$ cat src/rtl/booth_pkg.sv
// Shared types for the Booth multiplier datapath: sign-mode encoding and the
// per-issue sideband tag that travels alongside the core's pipeline.
package booth_pkg;

   localparam int unsigned CORE_LAT = 6;

   typedef enum logic [1:0] {
      SM_UU = 2'b00,
      SM_US = 2'b01,
      SM_SU = 2'b10,
      SM_SS = 2'b11
   } sm_e;

   typedef struct packed {
      logic v;
      sm_e  sm;
      logic last;
   } tag_t;

   localparam int unsigned TAG_W = $bits(tag_t);

   // Any mode with a signed operand yields a product to sign-extend.
   function automatic logic sm_is_signed(input sm_e sm);
      return sm != SM_UU;
   endfunction

endpackage

$ cat src/rtl/booth_tag_delay.sv
// Fixed-depth shift register that carries issue tags through the same
// latency as the multiplier core, so the tail lines up with core_v/core_p.
module booth_tag_delay
   import booth_pkg::*;
#(
   parameter int unsigned DEPTH = booth_pkg::CORE_LAT
) (
   input  logic clk,
   input  logic rst,
   input  tag_t tag_i,
   output tag_t tag_o
);

   tag_t line_q [DEPTH];

   always_ff @(posedge clk or posedge rst) begin
      if (rst) begin
         for (int unsigned i = 0; i < DEPTH; i++) begin
            line_q[i] <= '0;
         end
      end else begin
         line_q[0] <= tag_i;
         for (int unsigned i = 1; i < DEPTH; i++) begin
            line_q[i] <= line_q[i-1];
         end
      end
   end

   assign tag_o = line_q[DEPTH-1];

endmodule

$ cat src/rtl/booth_mac_accum.sv
// Group accumulator behind the radix-4 Booth core: realigns issue tags,
// sums products per group and presents one result through a valid/ready port.
module booth_mac_accum
   import booth_pkg::*;
#(
   parameter int unsigned CORE_LAT = booth_pkg::CORE_LAT,
   parameter int unsigned ACC_W    = 24,
   parameter int unsigned CNT_W    = 8
) (
   input  logic             clk,
   input  logic             rst,
   input  logic             issue_v,
   input  logic [1:0]       issue_sm,
   input  logic             issue_last,
   input  logic             core_v,
   input  logic [15:0]      core_p,
   output logic             acc_valid,
   input  logic             acc_ready,
   output logic [ACC_W-1:0] acc_sum,
   output logic [CNT_W-1:0] acc_cnt,
   output logic             acc_ovf,
   output logic             err_drop,
   output logic             err_align
);

   localparam int unsigned FL_W = $clog2(CORE_LAT + 1);

   tag_t tag_in;
   tag_t tail;

   logic [FL_W-1:0]  flush_q, flush_d;
   logic             in_flush;

   logic [ACC_W-1:0] acc_q, acc_d;
   logic [CNT_W-1:0] cnt_q, cnt_d;
   logic             govf_q, govf_d;

   logic             out_valid_q, out_valid_d;
   logic [ACC_W-1:0] out_sum_q, out_sum_d;
   logic [CNT_W-1:0] out_cnt_q, out_cnt_d;
   logic             out_ovf_q, out_ovf_d;

   logic             drop_q, drop_d;
   logic             align_q, align_d;

   logic [ACC_W-1:0] ext;
   logic [ACC_W-1:0] sum_n;
   logic [CNT_W-1:0] cnt_n;
   logic             add_ovf;
   logic             govf_n;

   always_comb begin
      tag_in      = '0;
      tag_in.v    = issue_v;
      tag_in.sm   = sm_e'(issue_sm);
      tag_in.last = issue_last;
   end

   booth_tag_delay #(
      .DEPTH (CORE_LAT)
   ) u_tag_delay (
      .clk   (clk),
      .rst   (rst),
      .tag_i (tag_in),
      .tag_o (tail)
   );

   // The core has no reset, so its valid pipe is untrusted until it has drained.
   assign in_flush = flush_q < FL_W'(CORE_LAT);

   always_comb begin
      ext = sm_is_signed(tail.sm) ? {{(ACC_W-16){core_p[15]}}, core_p}
                                  : {{(ACC_W-16){1'b0}}, core_p};
      sum_n   = acc_q + ext;
      add_ovf = (acc_q[ACC_W-1] == ext[ACC_W-1]) && (sum_n[ACC_W-1] != acc_q[ACC_W-1]);
      govf_n  = govf_q | add_ovf;
      cnt_n   = cnt_q + CNT_W'(1);
   end

   always_comb begin
      flush_d     = in_flush ? flush_q + FL_W'(1) : flush_q;
      acc_d       = acc_q;
      cnt_d       = cnt_q;
      govf_d      = govf_q;
      out_valid_d = out_valid_q;
      out_sum_d   = out_sum_q;
      out_cnt_d   = out_cnt_q;
      out_ovf_d   = out_ovf_q;
      drop_d      = drop_q;
      align_d     = align_q;

      if (!in_flush && (tail.v != core_v)) begin
         align_d = 1'b1;
      end

      if (tail.v && !tail.last) begin
         acc_d  = sum_n;
         cnt_d  = cnt_n;
         govf_d = govf_n;
      end

      // A closing beat always clears the group, whether or not its result fits.
      if (tail.v && tail.last) begin
         acc_d  = '0;
         cnt_d  = '0;
         govf_d = 1'b0;
         if (!out_valid_q || acc_ready) begin
            out_valid_d = 1'b1;
            out_sum_d   = sum_n;
            out_cnt_d   = cnt_n;
            out_ovf_d   = govf_n;
         end else begin
            drop_d = 1'b1;
         end
      end else if (out_valid_q && acc_ready) begin
         out_valid_d = 1'b0;
      end
   end

   always_ff @(posedge clk or posedge rst) begin
      if (rst) begin
         flush_q     <= '0;
         acc_q       <= '0;
         cnt_q       <= '0;
         govf_q      <= 1'b0;
         out_valid_q <= 1'b0;
         out_sum_q   <= '0;
         out_cnt_q   <= '0;
         out_ovf_q   <= 1'b0;
         drop_q      <= 1'b0;
         align_q     <= 1'b0;
      end else begin
         flush_q     <= flush_d;
         acc_q       <= acc_d;
         cnt_q       <= cnt_d;
         govf_q      <= govf_d;
         out_valid_q <= out_valid_d;
         out_sum_q   <= out_sum_d;
         out_cnt_q   <= out_cnt_d;
         out_ovf_q   <= out_ovf_d;
         drop_q      <= drop_d;
         align_q     <= align_d;
      end
   end

   assign acc_valid = out_valid_q;
   assign acc_sum   = out_sum_q;
   assign acc_cnt   = out_cnt_q;
   assign acc_ovf   = out_ovf_q;
   assign err_drop  = drop_q;
   assign err_align = align_q;

endmodule

$ cat config.mk
export PLATFORM = sky130hd
export DESIGN_NAME = booth_mac_accum
export DESIGN_NICKNAME = d
export VERILOG_FILES = /design/src/rtl/booth_pkg.sv /design/src/rtl/booth_tag_delay.sv /design/src/rtl/booth_mac_accum.sv
export SDC_FILE = /design/constraint.sdc
export NUM_CORES = 1
export LEC_CHECK = 0
export ABC_AREA = 1
export CAP_MARGIN = 0
export CORE_MARGIN = 2
export CORE_UTILIZATION = 30
export CTS_CLUSTER_DIAMETER = 120
export DETAILED_ROUTE_END_ITERATION = 8
export MAX_ROUTING_LAYER = met4
export PLACE_DENSITY = 0.54
export SYNTH_ARGS = -nofsm -noshare
export SYNTH_HDL_FRONTEND = slang
export SYNTH_SLANG_ARGS = --single-unit
export TNS_END_PERCENT = 30
$ cat constraint.sdc
create_clock -name clk -period 4.05 [get_ports clk]
set_input_delay 0.81 -clock clk [delete_from_list [all_inputs] [get_ports clk]]
set_output_delay 0.81 -clock clk [all_outputs]
set_load 0.03 [all_outputs]
==> metrics.txt <==
critical path launch point core_p[15]; setup total negative slack 0 ns; largest net degree at the start of global routing 97; r2r startpoint u_tag_delay.tag_o[2]; CP Capture Point acc_sum[23]; Total GRT Usage ~16%; worst r2r path cells 11; Mapped Cells ~630; hold buffers post-CTS 0; Synth warnings 0; vias in the first global route between 4,000 and 5,000; n_diodes 0; root buffer cell clkbuf_16; total gr overflow 0; most frequent cells in the layout 218 x nand2_1, 96 x dfrtp_1, 75 x inv_1, 59 x clkdlybuf4s50_1, 47 x nand3_1; Die H 134 um; routability cong. 0.879; commonest non-fill, non-tap cell in the layout nand2_1; CP max stage delay approximately 0.50 ns; Slew Viols, Final 0; clock buffer depth 2; share of synthesized registers carrying an async set or reset 100%; Lkg Pwr between 3 and 4 nW; cell-internal power 2.20 mW; setup repair after global routing missed its margin false; PostCTS Resize Cnt 0; initial antenna violation count 0; final setup margin roughly 1.3 ns; endpoints failing setup 0; Startpoint Class primary input; Core Rows 47; post-synthesis cell type count 34; combinational power share 41.3%; clk slew on worst S/H paths around 0.070 ns; Post-CTS Setup Inserts 0; Primary FF master, synth dfrtp_1; number of synthesized flops with an enable pin 0; Post-Syn Area between 5000 and 6000 sq um; sw frac 40.0%; Fin. Hold Viols 0; Max Freq about 360 MHz; clk_skew around 0.012 ns; Antenna Nets Post-Route 0; crit path DAT a little over 3 ns; final WL approximately 13,000 um; Max rail drop VDD ~0.22 mV; First-pass DRT Iterations 4; status completed; clk_lat worst skew ~0.35 ns; Switch Pwr ~1.5 mW; Worst-Margin Slew around 0.9 ns; Worst R2R End acc_sum[18]; critical-path cell list clkdlybuf4s50_1, o21a_1, ha_1, a21oi_1, nand2_1, a21oi_1, nand3_2, nand3_1, nand3_1, nand2_1; CP required 4.34 ns; clk sinks 96; Crit Path Category primary input to register; Die W about 130 um; FF+latch count, synth 96; Seq/Total Area, Yosys approximately 47%; CTS tree built; power share of the clock group between 20% and 30%; Avg Vias per Cell between 4 and 5; number of buffers added on ports 59; HPWL Detailed 9220 um; Vias 4,073; Worst slew margin between 30% and 40%; core footprint 16,500 sq um; Iter 0 DRT Violations 173; max-cap viol count 0; TritonCTS buffer count 9; crit share post-route a little under 70%; crit path capture type register; first-pass GRT wire length 21,700 um; CP max stage cell clkdlybuf4s50_1; layout cell share with drive strength beyond 1 under 10%; Hold Crit Class register to register; power per cell area around 590 nW/um^2; min Tclk post-route 2.79 ns; H-tree lvl count 3; initial core utilization between 30% and 40%; internal reg-to-reg setup slack about 1.8 ns; CP max FO 9; Syn Nets roughly 680; Die ar. approximately 18,000 sq um; Routed wire per std cell 13.9 um; syn avg cell area between 8 and 9 sq um; num ports 60; sequential share of power between 30% and 40%; Residual DRC 0; Nets about 740; pre-CTS setup slack 0.848 ns; Layout area overhead 22.5%
==> kinds of logic after synthesis <==
logic type | after synthesis | synth area share [%]
adder cells (fa/ha/maj) | 26 | 6.57
AO/OA/AOI/OAI | 60 | 6.55
buffers and inverters | 92 | 6.99
XOR/XNOR | 17 | 2.94
AND/OR/NAND/NOR | 338 | 29.5
flip-flops | 96 | 47.4
==> cells in the mapped netlist, drive strengths merged (3+ instances only) <==
master	number	area [sq um]
nand3	49	255
xnor2	10	87.6
buf	6	30.0
nand4	6	37.5
clkbuf	5	20.0
xor2	7	61.3
ha	25	313
nor2	32	170
a21oi	16	91.3
inv	81	304
o21ai	36	184
nor3	3	20.0
nand2	234	918
o22ai	3	18.8
or2	5	31.3
dfrtp	96	2400
o21bai	4	30.0
nand3b	4	30.0
and2	4	27.5
==> worst max-delay path, delay by kind of cell <==
family / cells / cell delay (ns)
fa+ha+maj: 1 / 0.36
simple gates: 5 / 0.50
buf+inv: 1 / 0.50
compound gates: 3 / 0.88
==> routing by layer <==
layer | vias up | share of wire, % | track usage (%)
li1 | 2099 | - | -
met1 | 1902 | 49 | 20.9
met2 | 62 | 45 | 24.4
met3 | 10 | 3.8 | 3.29
met4 | 0 | 1.3 | 4.73
met5 | - | 0 | -
==> flip-flops by register name, summed over array words and instances (netlist names) <==
name and flops:
acc_cnt 8, acc_ovf 1, acc_q 24, acc_sum 24, acc_valid 1, cnt_q 8
err_align 1, err_drop 1, flush_q 3, govf_q 1, u_tag_delay.line_q 20, u_tag_delay.tag_o 4
==> area by class of cell <==
cell class,instances,area (sq um)
clock buffers,10,229
clock inverters,6,73.8
fillers,1712,10300
inverters,81,307
multi-input cells,441,2310
flip-flops and latches,96,2400
well taps,220,275
repair buffers,60,611
==> power groups by stage <==
stage | Sequential, mW | Combinational, mW | Clock (mW)
finish | 1.26 | 1.51 | 0.883
CTS | 1.27 | 1.53 | 0.915
detailed placement | 1.28 | 1.52 | 0
global route | 1.30 | 1.70 | 0.959
global placement | 1.28 | 1.52 | 0
floorplan | 1.48 | 0.824 | 0
==> per-stage QoR <==
| step | power (mW) | cell area (sq um) | instances | hold WS, ns | util, % |
|---|---|---|---|---|---|
| floorplan | 2.30 | 5070 | 629 | 0.331 | - |
| global placement | 2.80 | 5900 | 898 | 0.332 | 35.7 |
| detailed placement | 2.81 | 5900 | 898 | 0.335 | 35.7 |
| CTS | 3.71 | 6210 | 914 | 0.347 | 37.6 |
| global route | 3.95 | 6210 | 914 | 0.347 | 37.6 |
| finish | 3.66 | 6210 | 914 | 0.341 | 37.6 |
==> worst min path at each step <==
stage	start	endpoint	cells past startpoint
2_1_floorplan	u_tag_delay.line_q[14]	u_tag_delay.line_q[10]	0
3_3_place_gp	u_tag_delay.line_q[19]	u_tag_delay.line_q[15]	0
3_5_place_dp	u_tag_delay.line_q[10]	u_tag_delay.line_q[6]	0
4_1_cts	u_tag_delay.line_q[11]	u_tag_delay.line_q[7]	0
5_1_grt	u_tag_delay.line_q[4]	u_tag_delay.tag_o[0]	0
6_report	u_tag_delay.line_q[11]	u_tag_delay.line_q[7]	0
Power figures use the tool's default switching activity.
